**src/rtl/anomaly_rate_monitor.sv**
```systemverilog
// Sliding-window anomaly counter with hysteretic alarm, sticky interrupt and
// a saturating lifetime anomaly total.
module anomaly_rate_monitor #(
   parameter  int unsigned WINDOW      = 32,
   parameter  int unsigned HIGH_THRESH = 8,
   parameter  int unsigned LOW_THRESH  = 4,
   parameter  int unsigned COOLDOWN    = 16,
   parameter  int unsigned TOTAL_W     = 16,
   localparam int unsigned CW          = $clog2(WINDOW + 1)
) (
   input  logic               clk,
   input  logic               reset,
   input  logic               sample_valid,
   input  logic               anomaly_detected,
   input  logic               alarm_ack,
   input  logic               soft_clear,
   output logic [CW-1:0]      anomaly_count,
   output logic               window_full,
   output logic               alarm_active,
   output logic               alarm_irq,
   output logic [TOTAL_W-1:0] total_anomalies
);

   localparam int unsigned TW = $clog2(COOLDOWN + 1);

   localparam logic [1:0] S_WARMUP   = 2'd0;
   localparam logic [1:0] S_NORMAL   = 2'd1;
   localparam logic [1:0] S_ALERT    = 2'd2;
   localparam logic [1:0] S_COOLDOWN = 2'd3;

   localparam logic [CW-1:0] C_HIGH   = CW'(HIGH_THRESH);
   localparam logic [CW-1:0] C_LOW    = CW'(LOW_THRESH);
   localparam logic [CW-1:0] C_WIN_M1 = CW'(WINDOW - 1);
   localparam logic [TW-1:0] C_COOL   = TW'(COOLDOWN);

   logic [WINDOW-1:0]  r_hist;
   logic [CW-1:0]      r_count;
   logic [CW-1:0]      r_seen;
   logic               r_full;
   logic [1:0]         r_state;
   logic [TW-1:0]      r_timer;
   logic               r_irq;
   logic [TOTAL_W-1:0] r_total;

   logic               w_evict;
   logic [CW-1:0]      w_count_nxt;
   logic               w_hi;
   logic               w_lo;
   logic [1:0]         w_state_nxt;
   logic [TW-1:0]      w_timer_nxt;
   logic               w_enter_alert;

   // The oldest bit only leaves the window once WINDOW samples have been seen.
   assign w_evict     = r_full & r_hist[WINDOW-1];
   assign w_count_nxt = r_count + CW'(anomaly_detected) - CW'(w_evict);
   assign w_hi        = (r_count >= C_HIGH);
   assign w_lo        = (r_count <= C_LOW);

   always_comb begin
      w_state_nxt   = r_state;
      w_timer_nxt   = r_timer;
      w_enter_alert = 1'b0;
      case (r_state)
         S_WARMUP: begin
            if (r_full) begin
               if (w_hi) w_enter_alert = 1'b1;
               else      w_state_nxt   = S_NORMAL;
            end
         end
         S_NORMAL: begin
            if (w_hi) w_enter_alert = 1'b1;
         end
         S_ALERT: begin
            if (w_lo) begin
               w_state_nxt = S_COOLDOWN;
               w_timer_nxt = C_COOL;
            end
         end
         S_COOLDOWN: begin
            if (w_hi) begin
               w_enter_alert = 1'b1;
            end else if (sample_valid) begin
               w_timer_nxt = r_timer - TW'(1);
               if (r_timer <= TW'(1)) w_state_nxt = S_NORMAL;
            end
         end
         default: w_state_nxt = S_WARMUP;
      endcase
      if (w_enter_alert) w_state_nxt = S_ALERT;
   end

   always_ff @(posedge clk or negedge reset) begin
      if (!reset) begin
         r_hist  <= '0;
         r_count <= '0;
         r_seen  <= '0;
         r_full  <= 1'b0;
         r_state <= S_WARMUP;
         r_timer <= '0;
         r_irq   <= 1'b0;
         r_total <= '0;
      end else if (soft_clear) begin
         r_hist  <= '0;
         r_count <= '0;
         r_seen  <= '0;
         r_full  <= 1'b0;
         r_state <= S_WARMUP;
         r_timer <= '0;
         r_irq   <= 1'b0;
      end else begin
         r_state <= w_state_nxt;
         r_timer <= w_timer_nxt;
         if (w_enter_alert)  r_irq <= 1'b1;
         else if (alarm_ack) r_irq <= 1'b0;
         if (sample_valid) begin
            r_hist  <= {r_hist[WINDOW-2:0], anomaly_detected};
            r_count <= w_count_nxt;
            if (!r_full) begin
               r_seen <= r_seen + CW'(1);
               r_full <= (r_seen == C_WIN_M1);
            end
            if (anomaly_detected && (r_total != '1)) r_total <= r_total + TOTAL_W'(1);
         end
      end
   end

   assign anomaly_count   = r_count;
   assign window_full     = r_full;
   assign alarm_active    = (r_state == S_ALERT) || (r_state == S_COOLDOWN);
   assign alarm_irq       = r_irq;
   assign total_anomalies = r_total;

endmodule
```
**config.mk**
```make
export PLATFORM = sky130hd
export DESIGN_NAME = anomaly_rate_monitor
export DESIGN_NICKNAME = d
export VERILOG_FILES = /design/src/rtl/anomaly_rate_monitor.sv
export SDC_FILE = /design/constraint.sdc
export NUM_CORES = 1
export LEC_CHECK = 0
export CORE_MARGIN = 2
export CORE_UTILIZATION = 35
export CTS_CLUSTER_SIZE = 14
export DETAILED_ROUTE_END_ITERATION = 16
export GPL_ROUTABILITY_DRIVEN = 1
export PLACE_DENSITY_LB_ADDON = 0.05
export SLEW_MARGIN = 0
export SYNTH_ARGS = -nofsm -noshare
export SYNTH_HDL_FRONTEND = slang
export SYNTH_SLANG_ARGS = --single-unit
```
**constraint.sdc**
```tcl
create_clock -name clk -period 2.9 [get_ports clk]
set_clock_uncertainty 0.2 [all_clocks]
set_input_delay 0.435 -clock clk [delete_from_list [all_inputs] [get_ports clk]]
set_output_delay 0.435 -clock clk [all_outputs]
set_load 0.03 [all_outputs]
```
# After elaboration in Yosys (flattened, before gate mapping)
# Index checks and enable logic that the tools add are counted.
# totals
memories	0
out_inout_bits	25
latch_bits	0
rom_bits	0
ram_bits	0
register_bits	69
word_cells	75
# classes
n_bitwise	2
order_cmp	3
div_mod_pow	0
eq_ne	15
reduce_logical	12
n_addsub	5
multipliers	0
shifts	0
n_mux	30
# op_table
op	count
32-bit 2-to-1 mux	2
6-bit 2-to-1 mux	5
4-bit != test (second input constant)	6
5-bit 2-to-1 mux	4
16-bit by 1-bit adder with 16-bit output (second input constant)	1
2-bit 2-to-1 mux	8
16-bit != test (second input constant)	1
5-bit one-hot mux with 2 select lines	1
3-bit != test (second input constant)	3
1-bit 2-to-1 mux	8
7-bit AND reduction	1
6-bit by 1-bit adder with 6-bit output	1
6-bit by 1-bit adder with 6-bit output (second input constant)	1
6-bit by 5-bit == test with 1-bit output (second input constant)	1
6-bit by 4-bit greater-or-equal comparator with 1-bit output (second input constant)	1
6-bit by 3-bit <= comparator with 1-bit output (second input constant)	1
2-bit one-hot mux with 3 select lines	1
3-bit nonzero test	2
6-bit by 1-bit subtractor with 6-bit output	1
5-bit by 1-bit <= comparator with 1-bit output (second input constant)	1
5-bit nonzero test	1
5-bit by 1-bit subtractor with 5-bit output (second input constant)	1
2-bit == test (second input constant)	2
4-bit AND reduction	1
12 further kinds	12

# Depth between registers and ports, before layout
# depth
ltp_word	7
ltp_mapped	9
depth_no_buf	9

# Least setup slack after synthesis
# OpenSTA, ideal clock, no wires.
# synth_path
kind	reg2reg
startpoint	register r_full (netlist: window_full)
endpoint	register r_count[4] (netlist: anomaly_count[4])
setup_time_ps	146
t_arrival_ps	2023
path_slack_ps	531
path_stages_with_launch	10
required_time_ps	2554
n_path_buf	0
cell_sequence	dfrtp_1 and2_1 ha_1 inv_1 ha_1 fa_1 a21oi_1 nor2_1 o211ai_1 o311ai_0
# synth_between
elab_chain_len	4
# synth_lines
element	line_no	rtl
from (decl)	39	logic r_full;
from (signal assigned)	120	r_full <= (r_seen == C_WIN_M1);
1-bit AND	54	assign w_evict = r_full & r_hist[WINDOW-1];
6-bit by 1-bit subtractor with 6-bit output	55	assign w_count_nxt = r_count + CW'(anomaly_detected) - CW'(w_evict);
6-bit 2-to-1 mux	115	if (sample_valid) begin
6-bit 2-to-1 mux	102	end else if (soft_clear) begin
to (signal assigned)	117	r_count <= w_count_nxt;
to (decl)	37	logic [CW-1:0] r_count;
# Every way passes these cells. The select of a mux whose other input is x is not followed.
# A chain may end at the register's enable or synchronous reset.

# Worst setup path after layout
# Same ends and word-level chain as after synthesis.

==> qor.yml <==
run_status:
  outcome: "finished clean"
die:
  placementRows: 36
  dieWidth_um: 104.4
  die_area_mm2: 0.01090
  fp.dieH_um: 104.4
  initial_core_util: 0.3610
  ios: 31
  core_mm2: 0.009774
placement:
  placed_area_mm2: 0.003959
  place_ws_ns: 0.3532
  io_buffers: 30
  gp_congestion: 0.7619
  post-dp-hpwl_mm: 4.744
sta:
  finalHoldViolations: 0
  finalCritPeriodShare: 0.8273
  finalMaxSlewViolations: 0
  grt_setup_unrepaired: "no"
  setup_tns_ns: 0
  setup_ws_ns: 0.5008
  finalCriticalPeriod_ns: 2.399
  relSlewSlack: 0.6405
  fmax_mhz: 416.8
  setup_viol: 0
  worstMarginPinSlew_ns: 0.5392
critical_path:
  worst_setup_path_start_kind: "flip-flop"
  critPathKind: "reg -> reg"
  crit_slowest_cell: "dfrtp_1"
  cp_max_fo: 6
  cp.required_ns: 2.92
  critical_path.cell_chain: "and2_1, ha_1, inv_1, ha_1, fa_1, a21oi_1, nor2_1, o311ai_0"
  cp.arrival_ns: 2.42
  worstSetupEndpointType: "flip-flop"
  crit_top_cell: "ha_1"
  slowest_delay_ns: 0.45
yosys:
  ys_ff_latch: 69
  ys_seq_area_frac: 0.4894
  yosys.area_share.adder: 0.05177
  synth.distinct_cells: 53
  synthArstFlopShare: 1.000
  synth_compound_area_frac: 0.07660
  synth-main-ff-cell: "dfrtp_1"
  synth_nets: 350
  syn_area_per_cell_um2: 10.69
  syn-cell-area_mm2: 0.003528
  syn_inst: 330
  synth_top_family_by_area: "simple AND/OR/NAND/NOR gates"
  synth.area.mux_share: 0.1085
  synth_edf_count: 0
  synth_xor_area_frac: 0.04716
  yosys.area_share.simple: 0.1929
  yosysWarnings: 0
finish:
  design_area_mm2: 0.004190
  layout_commonest_cell: "dfrtp_1"
  final_cell_mix: "dfrtp_1, nor2_1, mux2i_1"
  nNetsFinal: 383
  postLayoutCoreUtil: 0.4287
  n_antenna_cell: 0
  drive_above_1_share: 0.08719
  area_growth_pct: 18.76
clocking:
  clk_latency_ns: 0.34
  cts_buffer_depth: 2
  htree_levels: 3
  tritoncts: "yes"
  numCtsBuffers: 9
  postCtsHoldBufs: 1
  post_cts_resized: 0
  clk_pin_slew_ns: 0.08
  cts_setup_buffers: 0
  root_buffer: "clkbuf_8"
  clock_sinks: 69
drt:
  drt_iter0_drc: 90
  viasPerCell: 4.878
  wl_per_cell_um: 13.86
  totalWireLength_mm: 6.930
  ant_nets: 0
  drc: 0
  vias: 2439
  firstDrtPassIters: 4
global_routing:
  track_usage: 0.1375
  grt_pass1_wl_mm: 12.14
  grt_max_degree: 35
  overflow: 0
  antenna_found_initial: 0
  grt_pass1_vias: 2455
run:
  maxCapViolCount: 0
power_and_ir_drop:
  total_power_mw: 2.478
  power_density_mw_per_mm2: 591.3
  p_leak_nw: 1.952
  ir_drop_v: 0.0002732
hold_path:
  hold_path_class: "in -> reg"
==> through the flow <==
step	cells	hold slack [ns]
floorplan	330	-0.06059
global placement	484	0.1677
detailed placement	484	0.1715
CTS	500	0.2120
global route	500	0.2255
finish	500	0.2184
==> worst max-delay path: cells and delay by family (launching register included) <==
kind | cells | cell delay (ns)
fa+ha+maj | 3 | 0.87
compound gates | 2 | 0.47
flops | 1 | 0.45
simple gates | 2 | 0.25
buf+inv | 1 | 0.04
==> final cells by class <==
type	instances	area, um2
clock inverters	5	83.83
well taps	133	166.4
repair buffers	36	332.8
multi-input cells	231	1683
fillers	970	5584
inverters	16	60.06
flip-flops and latches	69	1727
clock buffers	10	137.6
==> worst paths after layout <==
check                              startpoint            endpoint  depth (start not counted)  slack, ns
setup / recovery                  window_full    anomaly_count[4]                          8       0.50
hold / removal                   sample_valid    anomaly_count[3]                          2       0.22
setup reg to reg                  window_full    anomaly_count[4]                          8       0.50
hold reg to reg            total_anomalies[5]  total_anomalies[5]                          1       0.32
max in group asynchronous               reset           r_seen[2]                          3       1.41
min in group asynchronous               reset          r_timer[2]                          2       0.34
==> sequential cells by signal (all words and copies together) (netlist names) <==
name             cells
r_hist              32
total_anomalies     16
anomaly_count        6
r_seen               6
r_timer              5
r_state              2
alarm_irq            1
window_full          1
==> routing by layer <==
metal / GRT usage / share of wire / vias to the layer above
li1: - / - / 1220
met1: 0.1903 / 0.51 / 1184
met2: 0.2040 / 0.44 / 28
met3: 0.03759 / 0.032 / 7
met4: 0.05309 / 0.014 / 0
met5: 0 / 0 / -
==> kinds of logic (layout without fill, tap and decap cells) <==
group / after synthesis / after routing
AO/OA/AOI/OAI: 34 / 34
XOR/XNOR: 19 / 19
adder cells (fa/ha/maj): 14 / 14
buffers and inverters: 30 / 67
flip-flops: 69 / 69
multiplexers: 38 / 38
AND/OR/NAND/NOR: 126 / 126
==> cells in the mapped netlist (2+ instances only) <==
cell type	count	share of area
a211oi_1	4	0.0085
nand3b_1	6	0.013
o31ai_1	2	0.0043
and2_1	6	0.011
nor2b_1	4	0.0071
xnor2_1	9	0.022
and4b_1	2	0.0057
mux2_2	2	0.0064
mux2i_1	36	0.10
o211ai_1	3	0.0064
nand3_1	5	0.0071
nor3_1	2	0.0028
inv_1	16	0.017
buf_1	2	0.0021
nand2b_1	5	0.0089
nand4_1	13	0.023
dfrtp_1	69	0.49
o21ai_0	3	0.0043
nand2_1	13	0.014
xor2_1	10	0.025
ha_1	13	0.046
nor2_1	52	0.055
and3b_1	2	0.0050
buf_2	5	0.0071
nor3b_1	2	0.0043
o21bai_1	2	0.0043
a21oi_1	5	0.0071
clkbuf_1	7	0.0074
and3_1	2	0.0035
and4_1	4	0.0099
o21a_1	2	0.0043
==> power breakdown <==
part	total, mW	switching [mW]	internal (mW)
clock network	0.886	0.380	0.506
logic	0.493	0.284	0.209
registers	1.10	0.0809	1.02
total	2.48	0.745	1.73
(Power assumes the default switching activity.)
